--- src/rtl/pattern_seq_detector.sv ---
// Runtime-programmable serial pattern detector with overlap control and a saturating hit counter.
// Optional feature macro: SEQDET_COUNT_EN (defined = match_count register present, undefined = tied to 0).
module pattern_seq_detector #(
    parameter int MAX_LEN = 8,
    parameter int LEN_W   = $clog2(MAX_LEN + 1),
    parameter int CNT_W   = 16
) (
    input  logic               clk,
    input  logic               reset,
    input  logic               data_in,
    input  logic               data_valid,
    input  logic               cfg_load,
    input  logic [MAX_LEN-1:0] cfg_pattern,
    input  logic [LEN_W-1:0]   cfg_len,
    input  logic               cfg_overlap,
    output logic               match,
    output logic [CNT_W-1:0]   match_count,
    output logic               cfg_err,
    output logic               armed
);

    typedef enum logic {
        UNCONFIG = 1'b0,
        HUNT     = 1'b1
    } state_t;

    state_t             state;
    state_t             state_next;
    logic [MAX_LEN-1:0] pattern;
    logic [MAX_LEN-1:0] pattern_next;
    logic [LEN_W-1:0]   len;
    logic [LEN_W-1:0]   len_next;
    logic               overlap;
    logic               overlap_next;
    logic [MAX_LEN-1:0] hist;
    logic [MAX_LEN-1:0] hist_next;
    logic [MAX_LEN-1:0] hist_shift;
    logic [LEN_W-1:0]   fill;
    logic [LEN_W-1:0]   fill_next;
    logic [LEN_W-1:0]   fill_inc;
    logic [MAX_LEN-1:0] len_mask;
    logic               load_ok;
    logic               load_bad;
    logic               sample;
    logic               hit;

    assign load_ok  = cfg_load && (cfg_len != '0) && (cfg_len <= LEN_W'(MAX_LEN));
    assign load_bad = cfg_load && !load_ok;
    // A load in the same cycle as valid data takes priority and drops that bit.
    assign sample   = (state == HUNT) && data_valid && !cfg_load;

    assign hist_shift = {hist[MAX_LEN-2:0], data_in};
    assign fill_inc   = (fill == LEN_W'(MAX_LEN)) ? fill : fill + 1'b1;

    always_comb begin
        len_mask = '0;
        for (int i = 0; i < MAX_LEN; i++) begin
            len_mask[i] = (LEN_W'(i) < len);
        end
    end

    assign hit = sample && (fill_inc >= len) && (((hist_shift ^ pattern) & len_mask) == '0);

    always_ff @(posedge clk) begin
        if (reset) begin
            state   <= UNCONFIG;
            pattern <= '0;
            len     <= '0;
            overlap <= 1'b0;
            hist    <= '0;
            fill    <= '0;
            match   <= 1'b0;
            cfg_err <= 1'b0;
        end else begin
            state   <= state_next;
            pattern <= pattern_next;
            len     <= len_next;
            overlap <= overlap_next;
            hist    <= hist_next;
            fill    <= fill_next;
            match   <= hit;
            cfg_err <= load_bad;
        end
    end

    // Without overlap the fill count restarts after a hit so the next match needs len fresh bits.
    always_comb begin
        state_next   = state;
        pattern_next = pattern;
        len_next     = len;
        overlap_next = overlap;
        hist_next    = hist;
        fill_next    = fill;
        if (load_ok) begin
            state_next   = HUNT;
            pattern_next = cfg_pattern;
            len_next     = cfg_len;
            overlap_next = cfg_overlap;
            hist_next    = '0;
            fill_next    = '0;
        end else if (sample) begin
            hist_next = hist_shift;
            fill_next = (hit && !overlap) ? '0 : fill_inc;
        end
    end

    assign armed = (state == HUNT);

`ifdef SEQDET_COUNT_EN
    logic [CNT_W-1:0] count;

    always_ff @(posedge clk) begin
        if (reset) begin
            count <= '0;
        end else if (load_ok) begin
            count <= '0;
        end else if (hit && (count != '1)) begin
            count <= count + 1'b1;
        end
    end

    assign match_count = count;
`else
    assign match_count = '0;
`endif

endmodule

--- config.mk ---
export PLATFORM = sky130hd
export DESIGN_NAME = pattern_seq_detector
export DESIGN_NICKNAME = d
export VERILOG_FILES = /design/src/rtl/pattern_seq_detector.sv
export SDC_FILE = /design/constraint.sdc
export NUM_CORES = 1
export LEC_CHECK = 0
export ABC_AREA = 1
export BUFFER_PORTS_ARGS = -buffer_cell sky130_fd_sc_hd__buf_4
export CAP_MARGIN = 20
export CORE_MARGIN = 2
export CORE_UTILIZATION = 40
export CTS_CLUSTER_SIZE = 16
export DETAILED_ROUTE_END_ITERATION = 16
export PLACE_DENSITY_LB_ADDON = 0.3
export REMOVE_ABC_BUFFERS = 1
export SLEW_MARGIN = 20
export SYNTH_ARGS = -nofsm -noshare
export SYNTH_HDL_FRONTEND = slang
export SYNTH_SLANG_ARGS = --single-unit
--- constraint.sdc ---
create_clock -name clk -period 3.63 [get_ports clk]
set_clock_uncertainty 0.1 [all_clocks]
set_input_delay 0.363 -clock clk [delete_from_list [all_inputs] [get_ports clk]]
set_output_delay 0.363 -clock clk [all_outputs]
set_load 0.1 [all_outputs]
# ---- Word level (Yosys, flattened, before mapping)
# Cells that the tools add are included.
dict set report totals {
  ff_bits 27
  latchBits 0
  mem_bits_rw 0
  rom_bits 0
  input_bits 18
  output_inout_bits 19
  elab_cells 38
  memories 0
}
dict set report op_classes {
  addsub 1
  multipliers 0
  n_div 0
  magnitude_cmp 10
  eq_ne 1
  shifts 0
  n_mux 2
  bitwise 2
  reduce_logical 14
}
# operator n
set ops {}
lappend ops {{< comparator 3 x 4 -> 1 bit, first input constant} 4}
lappend ops {{bitwise AND 8 bit} 1}
lappend ops {{logical AND 1 bit} 8}
lappend ops {{zero test 8 bit} 1}
lappend ops {{< comparator 1 x 4 -> 1 bit, first input constant} 2}
lappend ops {{< comparator 2 x 4 -> 1 bit, first input constant} 2}
lappend ops {{two-way mux 4 bit} 2}
lappend ops {{XOR 8 bit} 1}
lappend ops {{adder 4 x 1 -> 4 bit, second input constant} 1}
lappend ops {{== test 4 bit, second input constant} 1}
lappend ops {{>= comparator 4 bit} 1}
lappend ops {{less-or-equal comparator 4 bit, second input constant} 1}
lappend ops {{nonzero test 4 bit} 1}
lappend ops {{zero test 1 bit} 3}
lappend ops {{OR reduction 2 bit} 1}

# ---- Depth between registers and ports, before layout
dict set report depth {
  depth_word 7
  ltp_mapped 16
  ltp_nobuf 16
}

# ---- Least setup slack after synthesis
# No wires, ideal clock.
dict set report synth_path {
  path_type {register -> register}
  from {reg fill[0]}
  to {reg fill[0]}
  setup_time_ns 0.128
  t_arrival_ns 1.814
  required_time_ns 3.402
  setup_slack_ns 1.587
  stages_incl_launch_ff 17
  n_path_buf 0
  synth_period_minus_slack_ns 2.043
  path_cell_list {dfxtp_1 -> inv_1 -> ha_1 -> nand2_1 -> nor2_1 -> xor2_1 -> inv_1 -> ha_1 -> inv_1 -> nand2_1 -> nand2_1 -> nand2_1 -> nand2_1 -> a21oi_1 -> nand4_1 -> nand2_1 -> a21oi_1}
}
dict set report synth_via {
  elab_chain_cells 7
  elab_cells_between_ends 8
  cone_classes {1 x add/sub; 1 x order compare; 1 x eq/ne; 2 x mux; 3 x reduce/logical}
}
# element line
set synth_lines {}
lappend synth_lines {{start: declaration} 38} ;# logic [LEN_W-1:0] fill;
lappend synth_lines {{start signal: assignment} 80} ;# fill <= fill_next;
lappend synth_lines {{adder 4 x 1 -> 4 bit / == test 4 bit (equally long branches)} 53} ;# assign fill_inc = (fill == LEN_W'(MAX_LEN)) ? fill : fill + 1'b1;
lappend synth_lines {{two-way mux 4 bit (*)} 53}
lappend synth_lines {{>= comparator 4 bit} 62} ;# assign hit = sample && (fill_inc >= len) && (((hist_shift ^ pattern) & len_mask) == '0);
lappend synth_lines {{logical AND 1 bit (2 in series)} 62}
lappend synth_lines {{logical AND 1 bit} 103} ;# fill_next = (hit && !overlap) ? '0 : fill_inc;
lappend synth_lines {{two-way mux 4 bit (*)} 103}
# Every way passes the cells marked *; elsewhere a longest branch is shown, timed or not.
# A chain may end at the register's enable or synchronous reset.

# ---- Worst setup path after layout
dict set report layout_path {
  from {reg fill[0]}
  to {reg fill[3]}
}
# Same word-level chain as after synthesis.

==> key figures <==
Routing
  – DRC errors left: 0
  – Detail-routed via count per cell: 4.43
  – Total via count after detailed routing: 1268
  – Final ANT Viol Nets: 0
  – DRT Pass-1 Iters: 4
  – Routed wire per std cell: 10.1 µm
  – Initial drt markers: 33
  – Final routed wirelength across all metal layers: 2880 µm

Timing
  – Final setup viols: 0
  – Final period demand of the worst path: 2300 ps
  – RSZ-0062 raised after global routing: no
  – Max-slew headroom at the worst pin: 59.0%
  – Endpoints failing hold: 0
  – Transition time at the pin with the least slew margin: 614 ps
  – Worst path setup slack after routing: 1330 ps
  – Final total negative setup slack: 0 ps
  – Final number of max-transition violations: 0
  – Timing-limited maximum frequency: 435 MHz
  – Final Cycle Share: 63.3%

Placed design
  – Last weighted congestion value of the routability-driven placer: 0.800
  – Post-DP HPWL: 2240 µm
  – Port bufs: 20
  – Setup WS pre-CTS: 1340 ps

Logic synthesis
  – Post-synthesis sequential element count: 27
  – Cell variety after synth: 22
  – Warning count from the yosys run: 0
  – Post-synthesis instance area: 1490 µm²
  – Area fraction in compound gates after synthesis: 15.0%
  – Share of flip-flops with an asynchronous set or reset: 0%
  – Xor/xnor share of the synthesized area: 2.35%
  – Proportion of synthesized area in mux cells: 0%
  – Most instantiated flip-flop cell in the synthesis netlist: sky130_fd_sc_hd__dfxtp_1
  – Adder-cell share of the synthesized area: 5.03%
  – Simple-Gate Fraction of Synth Area: 23.8%
  – Post-synth EDFFs: 0
  – Post-Synthesis Mean Instance Area: 6.82 µm²
  – Dominant combinational cell family by area after synthesis: simple AND/OR/NAND/NOR gates
  – Synth Instances: 219
  – Sequential area share after synthesis: 36.2%

Clock tree
  – Number of buffers inserted for hold repair after clock tree synthesis: 0
  – Total CTS buffers: 3
  – Clock Latency Late Sink: 270 ps
  – Worst-case clock buffer depth: 2
  – Count of instances resized after the clock tree is built: 0
  – Clock edge transition at the registers on the reported setup and hold paths: 90 ps
  – Root buf cell: sky130_fd_sc_hd__clkbuf_8
  – Clock sink count: 27
  – Htree depth: 1
  – Clock tree from TritonCTS: built
  – Post CTS Setup Buffer Count: 0

Floorplan
  – Initial cell density of the core: 41.1%
  – IO Pins: 37
  – Die Footprint: 4240 µm²
  – Number of cell rows: 22
  – Placeable Area: 3630 µm²
  – Die X: 65.1 µm
  – Vertical extent of the die: 65.1 µm

Worst setup path
  – Buffers and inverters on the worst path: 3
  – Classification of the worst setup path: reg -> reg
  – Maximum fanout along the worst path: 4
  – Endpoint arrival time on the critical path: 2340 ps
  – CP delay by family, top: simple AND/OR/NAND/NOR gates
  – Cells along the critical path: inv_1, ha_1, nand2_1, nor2_1, xor2_1, inv_1, ha_1, inv_1, nand2_1, nand2_1, nand2_1, nand2_1, a21oi_1, nand4_1, nand2_1, a21oi_1
  – Slowest stage cell, crit path: sky130_fd_sc_hd__dfxtp_1
  – Worst EP required: 3670 ps
  – Crit end category: flip-flop
  – Worst stage delay on the critical path: 350 ps
  – Startpoint Class: flip-flop
  – Most used cell along the critical path: sky130_fd_sc_hd__nand2_1

Run
  – Reported max-cap violation count: 0

Power and ir drop
  – Cell Pwr Density: 398 nW/µm²
  – Total power: 0.662 mW
  – Worst vdd rail ir drop: 193 µV
  – Leakage power: 0.779 nW

Final layout
  – Count of antenna diodes in the layout: 0
  – Multi-input logic area: 749 µm²
  – Net total in the final layout: 263
  – Area growth syn-to-layout: 11.5%
  – Number of inserted filler cells in the final layout: 400
  – Core utilization of the finished layout: 45.8%
  – Fraction of final layout cells sized beyond drive strength 1: 12.6%
  – Sequential Area: 541 µm²

GRT
  – Gr usage total: 14.9%
  – Wire length of the first global-routing pass: 4990 µm
  – Gr ovfl total: 0
  – Largest net degree at the start of global routing: 24
  – Initial antenna violation count: 0
  – Vias in the first global route: 1136

Min path
  – Type of the worst min-delay path: in -> reg

Run status
  – Run status: finished clean
==> Yosys cell counts (2+ instances only) <==
| cell type | instances | area share, % |
|---|---|---|
| sky130_fd_sc_hd__nor2_1 | 12 | 3.0 |
| sky130_fd_sc_hd__buf_4 | 17 | 8.5 |
| sky130_fd_sc_hd__xnor2_1 | 3 | 1.8 |
| sky130_fd_sc_hd__a21oi_1 | 24 | 8.0 |
| sky130_fd_sc_hd__o21ai_0 | 16 | 5.4 |
| sky130_fd_sc_hd__o21ai_1 | 3 | 1.0 |
| sky130_fd_sc_hd__inv_1 | 30 | 7.5 |
| sky130_fd_sc_hd__nand3_1 | 6 | 2.0 |
| sky130_fd_sc_hd__nand2_1 | 61 | 15 |
| sky130_fd_sc_hd__inv_2 | 2 | 0.50 |
| sky130_fd_sc_hd__nor2_2 | 2 | 0.84 |
| sky130_fd_sc_hd__ha_1 | 6 | 5.0 |
| sky130_fd_sc_hd__dfxtp_1 | 27 | 36 |
| sky130_fd_sc_hd__clkbuf_1 | 2 | 0.50 |
==> worst reg2reg max path: stages, from the launching register on <==
cell	delay (ps)
sky130_fd_sc_hd__dfxtp_1	350
sky130_fd_sc_hd__inv_1	100
sky130_fd_sc_hd__ha_1	140
sky130_fd_sc_hd__nand2_1	50
sky130_fd_sc_hd__nor2_1	150
sky130_fd_sc_hd__xor2_1	210
sky130_fd_sc_hd__inv_1	60
sky130_fd_sc_hd__ha_1	270
sky130_fd_sc_hd__inv_1	30
sky130_fd_sc_hd__nand2_1	40
sky130_fd_sc_hd__nand2_1	40
sky130_fd_sc_hd__nand2_1	50
sky130_fd_sc_hd__nand2_1	40
sky130_fd_sc_hd__a21oi_1	160
sky130_fd_sc_hd__nand4_1	200
sky130_fd_sc_hd__nand2_1	120
sky130_fd_sc_hd__a21oi_1	60
==> power by group <==
part | leakage, nW | switching (mW) | internal [mW]
Combinational | 0.536 | 0.135 | 0.0384
Clock | 0.0228 | 0.0910 | 0.0786
Sequential | 0.221 | 0.00972 | 0.310
==> registers in the layout, summed over array words and instances (netlist names) <==
| register | count |
|---|---|
| armed | 1 |
| cfg_err | 1 |
| fill | 4 |
| hist | 7 |
| len | 4 |
| match | 1 |
| overlap | 1 |
| pattern | 8 |
==> cells by family (layout without fill, tap and decap cells) <==
logic type / after synthesis / after routing
DFF: 27 / 27
buffers and inverters: 52 / 56
and+or+nand+nor: 85 / 85
xor gates and xnor gates: 4 / 4
other: 1 / 16
adders and majority gates: 6 / 6
AOI/OAI and AO/OA: 44 / 44
==> layout make-up <==
cell class                 count  share of cell area (%)
clock buffer                   4                    2.70
timing repair buffer          20                    9.02
sequential                    27                    32.5
inverter                      32                    7.21
tap                           48                    3.61
multi-input combinational    155                    45.0
==> per-stage QoR <==
step / hold slack [ps] / cell area, µm² / instances
after global routing: 199 / 1670 / 286
after floorplan: 330 / 1410 / 214
after detailed placement: 361 / 1620 / 282
after CTS: 201 / 1670 / 286
final: 201 / 1670 / 286
after global placement: 360 / 1620 / 282
==> final timing paths <==
check	start	endpoint	slack, ps	cells after the start
worst max register to register	fill[0]	fill[3]	1330	16
worst max-delay path	fill[0]	fill[3]	1330	16
worst min register to register	overlap	overlap	370	2
worst min-delay path	reset	match	200	2
==> layout by cell type, fill, tap and decap left out, drive strengths merged <==
cell / n
nand2: 62
inv: 32
dfxtp: 27
a21oi: 25
buf: 20
o21ai: 19
conb: 16
nor2: 15
nand3: 6
ha: 6
clkbuf: 4
xnor2: 3
xor2: 1
or2: 1
nand4: 1
==> layer usage <==
layer | wire, µm | share of wire [%] | track usage, %
met4 | 34 | 1.2 | 5.47
met1 | 1400 | 49 | 19.0
met5 | 0 | 0 | 0
met3 | 66 | 2.3 | 2.05
met2 | 1380 | 48 | 25.8
(Power assumes the default switching activity.)
